File: config.mk
export PLATFORM = sky130hd
export DESIGN_NAME = uart_trig_ctrl
export DESIGN_NICKNAME = d
export VERILOG_FILES = /design/src/rtl/uart_trig_pkg.sv /design/src/rtl/uart_trig_ctrl.sv
export SDC_FILE = /design/constraint.sdc
export NUM_CORES = 1
export LEC_CHECK = 0
export CORE_MARGIN = 1
export CORE_UTILIZATION = 52
export DETAILED_ROUTE_END_ITERATION = 16
export GPL_ROUTABILITY_DRIVEN = 0
export PLACE_DENSITY = 0.85
export SYNTH_ARGS = -nofsm -noshare
export SYNTH_HDL_FRONTEND = slang
export SYNTH_SLANG_ARGS = --single-unit
File: constraint.sdc
create_clock -name clk -period 2.2 [get_ports clk]
set_input_delay 0.44 -clock clk [delete_from_list [all_inputs] [get_ports clk]]
set_output_delay 0.44 -clock clk [all_outputs]
set_load 0.02 [all_outputs]
File: src/rtl/uart_trig_pkg.sv
// Shared types and constants for the UART trigger controller: FSM state
// encoding, register addresses and register reset values.
package uart_trig_pkg;

  typedef enum logic [1:0] {
    IDLE  = 2'd0,
    ARMED = 2'd1,
    POST  = 2'd2,
    DONE  = 2'd3
  } state_t;

  localparam logic [1:0] ADDR_CTRL       = 2'd0;
  localparam logic [1:0] ADDR_BAUD       = 2'd1;
  localparam logic [1:0] ADDR_MATCH_MASK = 2'd2;
  localparam logic [1:0] ADDR_POST_CNT   = 2'd3;

  localparam logic [15:0] BAUD_RST       = 16'd434;
  localparam logic [15:0] MATCH_MASK_RST = 16'h0000;
  localparam logic [15:0] POST_CNT_RST   = 16'd0;

endpackage

File: src/rtl/uart_trig_ctrl.sv
// UART trigger controller: register file, arm/trigger/post-capture FSM.
// Optional trigger holdoff after arming is enabled by defining TRIG_HOLDOFF_EN.
module uart_trig_ctrl
  import uart_trig_pkg::*;
#(
  parameter int unsigned HOLDOFF_CYCLES = 64
) (
  input  logic        clk,
  input  logic        rst_n,
  input  logic        wr_en,
  input  logic [1:0]  addr,
  input  logic [15:0] wdata,
  output logic [15:0] rd_data,
  input  logic        UARTtrig,
  input  logic        sample_tick,
  output logic [15:0] baud_cnt,
  output logic [7:0]  match,
  output logic [7:0]  mask,
  output logic        capture_en,
  output logic        triggered,
  output logic        done
);

  state_t      state_q, state_d;
  logic [15:0] cnt_q, cnt_d;
  logic [15:0] baud_q, baud_d;
  logic [15:0] match_mask_q, match_mask_d;
  logic [15:0] post_cnt_q, post_cnt_d;
  logic        capture_en_q, capture_en_d;
  logic        triggered_q, triggered_d;
  logic        done_q, done_d;

  logic ctrl_wr, arm, abort, cfg_open, holdoff_ok, trig_accept;

  if (HOLDOFF_CYCLES > 32'd65535) begin : g_holdoff_range
    $error("HOLDOFF_CYCLES out of range");
  end

  assign ctrl_wr  = wr_en && (addr == ADDR_CTRL);
  assign arm      = ctrl_wr && wdata[0];
  assign abort    = ctrl_wr && wdata[1];
  assign cfg_open = (state_q == IDLE) || (state_q == DONE);

`ifdef TRIG_HOLDOFF_EN
  localparam int unsigned HW = (HOLDOFF_CYCLES == 0) ? 1 : $clog2(HOLDOFF_CYCLES + 1);
  localparam logic [HW-1:0] HOLD_LIMIT = HW'(HOLDOFF_CYCLES);

  logic [HW-1:0] holdoff_q, holdoff_d;

  // Holdoff counter: held at zero outside ARMED, saturating count inside.
  always_comb begin
    holdoff_d = holdoff_q;
    if (state_q != ARMED) begin
      holdoff_d = {HW{1'b0}};
    end else if (holdoff_q < HOLD_LIMIT) begin
      holdoff_d = holdoff_q + HW'(1);
    end else begin
      holdoff_d = holdoff_q;
    end
  end

  // Holdoff counter register.
  always_ff @(posedge clk or negedge rst_n) begin
    if (!rst_n) begin
      holdoff_q <= {HW{1'b0}};
    end else begin
      holdoff_q <= holdoff_d;
    end
  end

  assign holdoff_ok = (holdoff_q >= HOLD_LIMIT);
`else
  assign holdoff_ok = 1'b1;
`endif

  // A trigger sharing a cycle with an arm write is dropped.
  assign trig_accept = (state_q == ARMED) && UARTtrig && !arm && holdoff_ok;

  // FSM next state, post-trigger down-counter, config registers, output decode.
  always_comb begin
    state_d      = state_q;
    cnt_d        = cnt_q;
    baud_d       = baud_q;
    match_mask_d = match_mask_q;
    post_cnt_d   = post_cnt_q;

    if (abort) begin
      state_d = IDLE;
    end else begin
      case (state_q)
        IDLE, DONE: begin
          if (arm) begin
            state_d = ARMED;
          end else begin
            state_d = state_q;
          end
        end
        ARMED: begin
          if (trig_accept) begin
            state_d = POST;
            cnt_d   = post_cnt_q;
          end else begin
            state_d = ARMED;
          end
        end
        POST: begin
          if (cnt_q == 16'd0) begin
            state_d = DONE;
          end else if (sample_tick) begin
            cnt_d = cnt_q - 16'd1;
          end else begin
            cnt_d = cnt_q;
          end
        end
        default: state_d = IDLE;
      endcase
    end

    if (wr_en && cfg_open) begin
      case (addr)
        ADDR_BAUD:       baud_d       = wdata;
        ADDR_MATCH_MASK: match_mask_d = wdata;
        ADDR_POST_CNT:   post_cnt_d   = wdata;
        default:         baud_d       = baud_q;
      endcase
    end else begin
      baud_d = baud_q;
    end

    capture_en_d = (state_d == ARMED) || (state_d == POST);
    triggered_d  = (state_d == POST) || (state_d == DONE);
    done_d       = (state_d == DONE);
  end

  // State, counter, configuration and output registers.
  always_ff @(posedge clk or negedge rst_n) begin
    if (!rst_n) begin
      state_q      <= IDLE;
      cnt_q        <= 16'd0;
      baud_q       <= BAUD_RST;
      match_mask_q <= MATCH_MASK_RST;
      post_cnt_q   <= POST_CNT_RST;
      capture_en_q <= 1'b0;
      triggered_q  <= 1'b0;
      done_q       <= 1'b0;
    end else begin
      state_q      <= state_d;
      cnt_q        <= cnt_d;
      baud_q       <= baud_d;
      match_mask_q <= match_mask_d;
      post_cnt_q   <= post_cnt_d;
      capture_en_q <= capture_en_d;
      triggered_q  <= triggered_d;
      done_q       <= done_d;
    end
  end

  // Combinational register readback.
  always_comb begin
    case (addr)
      ADDR_CTRL:       rd_data = {12'b0, state_q, done_q, capture_en_q};
      ADDR_BAUD:       rd_data = baud_q;
      ADDR_MATCH_MASK: rd_data = match_mask_q;
      ADDR_POST_CNT:   rd_data = post_cnt_q;
      default:         rd_data = 16'd0;
    endcase
  end

  assign baud_cnt   = baud_q;
  assign match      = match_mask_q[15:8];
  assign mask       = match_mask_q[7:0];
  assign capture_en = capture_en_q;
  assign triggered  = triggered_q;
  assign done       = done_q;

endmodule

==> results.toml <==
[outcome]
status = "completed"

[logic_synthesis]
synth_area_leaders = "dfrtp_1 (43%), mux2_2 (18%), dfstp_2 (3.5%)"
synthTopCellsByCount = "dfrtp_1 (64), mux2_2 (60), nand2_1 (16)"
synth_enable_flop_cells = 0
avgSynthCellArea_um2 = 11.9
ys_async_sr_fraction_pct = 100
synth_area_um2 = 3700
synth.most_common_cell = "dfrtp_1"
ys_types = 55
synthCells = 311
ys_seq_area_share_pct = 46.8
synth_seq_cells = 69
synth_largest_area_cell = "dfrtp_1"
ys_dominant_reg_cell = "dfrtp_1"
ys.warnings.count = 0
yosysTopAreaCellShare_pct = 43.3
synth_nets = 340

[timing]
setup_tns_ns = 0
hold_violations = 0
layout_setup_ws_ns = 0.0719
report.final.slew_viol_count = 0
fin_crit_ns = 2.13
relSlewSlack_pct = 69.8
finalSetupViolCount = 0
tightestPinTransition_ns = 0.453
fin_crit_sh_pct = 96.7
fin_skew_ns = 0.00818
fmaxAchievable_mhz = 470

[place]
dp.final_hpwl_um = 6950
place_ws_ns = -0.523
port_buffers = 73

[drt]
postRouteWirelength_um = 10200
dr.pass1.iters = 6
ant_nets = 0
via_per_inst = 6.11
drt-initial-drc-count = 241
drt-wirelength-per-cell_um = 19.8
drc = 0
vias = 3146

[pwr]
p_sw_share_pct = 41.0
p_switching_mw = 2.95
peakVddDrop_mv = 0.890
finalPower_mw = 7.19
p_int_mw = 4.24
seqPwrFrac_pct = 36.0
clockPowerShare_pct = 12.9
leakage_nw = 2.11
share_comb_of_total_power_pct = 51.1
power_density_nw_per_um2 = 1450

[worst_setup_path]
crit_path_start_kind = "flop"
crit_type = "flop to flop"
regToRegStartpoint = "cnt_q[1]"
startpoint = "cnt_q[1]"
worst_setup_path_end_kind = "flop"
worst_ep_arrival_time_ns = 2.36
reg2reg_depth = 9
cpMaxStageDelayCell = "dfrtp_1"
max_stage_delay_ns = 0.38
timing.rr.end = "triggered"
crit_path_frequent_cell = "ha_1"
required_ns = 2.43
worstPathMaxFanout = 3
critPathTopFamily = "simple AND/OR/NAND/NOR gates"
regToRegSetupSlack_ns = 0.07
path_cells = "inv_1 > ha_1 > nor3b_2 > and4_1 > o21ai_0 > nand2_1 > o211a_1 > ha_1 > or2_2"
cp_num_buf_inv = 1

[global_routing]
antenna_found_initial = 0
grt_pass1_vias = 3181
grt_max_degree = 70
grt-ovfl-total = 0
grt_pass1_wl_um = 16300
gr-usage-all-layers_pct = 29.1

[clocking]
cts.sink_count = 69
root_buffer = "clkbuf_8"
cts.path.max_buffers = 2
ctsHtreeMaxLevel = 3
tritoncts = "built"
path_clk_slew_ns = 0.08
insertion_delay_ns = 0.35
numCtsBuffers = 9

[die]
row_count = 30
initial_core_util_pct = 54.2
die-width_um = 86.4
pin_count = 74
die_y_um = 86.4
die_area_um2 = 7460
coreArea_um2 = 6830

[final_layout]
fillers = 463
drive_gt1_share_pct = 37.0
num-nets-final = 443
syn_to_final_growth_pct = 34.0
final_util_pct = 72.6
n_antenna_cell = 0

[hold_path]
hp-class = "input port to asynchronous set/reset pin"

[job]
drv_cap = 0
## timing repair
item,4_1_cts,5_1_grt
hold buffers,0,0
setup buffers,0,2
setup endpoints to repair,22,1
gates cloned,1,0
pin swaps,0,0
resized for setup,68,1
## cells in the final DEF (no fill, tap or decap), drive strengths merged, types with 5 or more instances in the layout
| master | instances |
|---|---|
| a21oi | 8 |
| a22o | 12 |
| a31oi | 7 |
| buf | 52 |
| clkbuf | 10 |
| clkdlybuf4s50 | 54 |
| dfrtp | 64 |
| dfstp | 5 |
| ha | 6 |
| inv | 8 |
| mux2 | 60 |
| nand2 | 16 |
| nand3 | 8 |
| nor2 | 13 |
| nor3 | 13 |
| nor4 | 5 |
| o21ai | 12 |
## registers in the layout, indices dropped and copies added (netlist names)
signal,cells
capture_en,1
post_cnt_q,16
match_mask_q,16
baud_cnt,16
state_q,2
done,1
cnt_q,16
triggered,1
## kinds of logic (layout without fill, tap and decap cells)
group	Yosys count	in the layout	synth area share (%)
multiplexers	66	66	21.2
AO/OA/AOI/OAI	64	64	12.9
adder cells (fa/ha/maj)	6	6	2.03
flip-flops	69	69	46.8
AND/OR/NAND/NOR	78	78	13.5
buffers and inverters	28	136	3.51
## layout make-up
type,instances,area [µm²],area share (%)
well taps,96,120,2.42
repair buffers,112,1050,21.2
inverters,8,30.0,0.605
flip-flops and latches,69,1730,34.9
clock buffers,10,138,2.77
clock inverters,6,38.8,0.782
multi-input cells,214,1850,37.2
## metal layers
metal  share of wire (%)  vias up  wire, µm  GRT usage (%)
met5                   0        -         0              0
met1                  41     1570      4220           36.5
met2                  49      142      5010           48.3
met4                 3.2        0       327           14.8
met3                 6.1       32       624           5.43
li1                    -     1402         -              -
## how the worst max path moves through the flow
stage          cells past startpoint  slack [ns]        end
6_report                           9        0.07  triggered
5_1_grt                            9      -0.002  triggered
4_1_cts                            9        0.06  triggered
3_5_place_dp                       8       -0.52   cnt_q[1]
3_3_place_gp                       8       -0.47   cnt_q[1]
2_1_floorplan                      9        0.16  triggered
## stage by stage
stage | area, µm² | std cells | hold slack, ns
finish | 4960 | 515 | 0.110
global route | 4960 | 515 | 0.150
CTS | 4940 | 513 | 0.114
detailed placement | 4780 | 496 | 0.496
global placement | 4780 | 496 | 0.489
floorplan | 3700 | 311 | 0.144
## power by group through the flow
stage	logic (mW)	clock network, mW	registers, mW
global route	3.90	0.995	2.65
CTS	3.63	0.941	2.56
detailed placement	3.67	0	2.56
finish	3.68	0.925	2.59
global placement	3.55	0	2.52
floorplan	1.81	0	2.78
No activity file was read; power rests on OpenSTA's default activity.
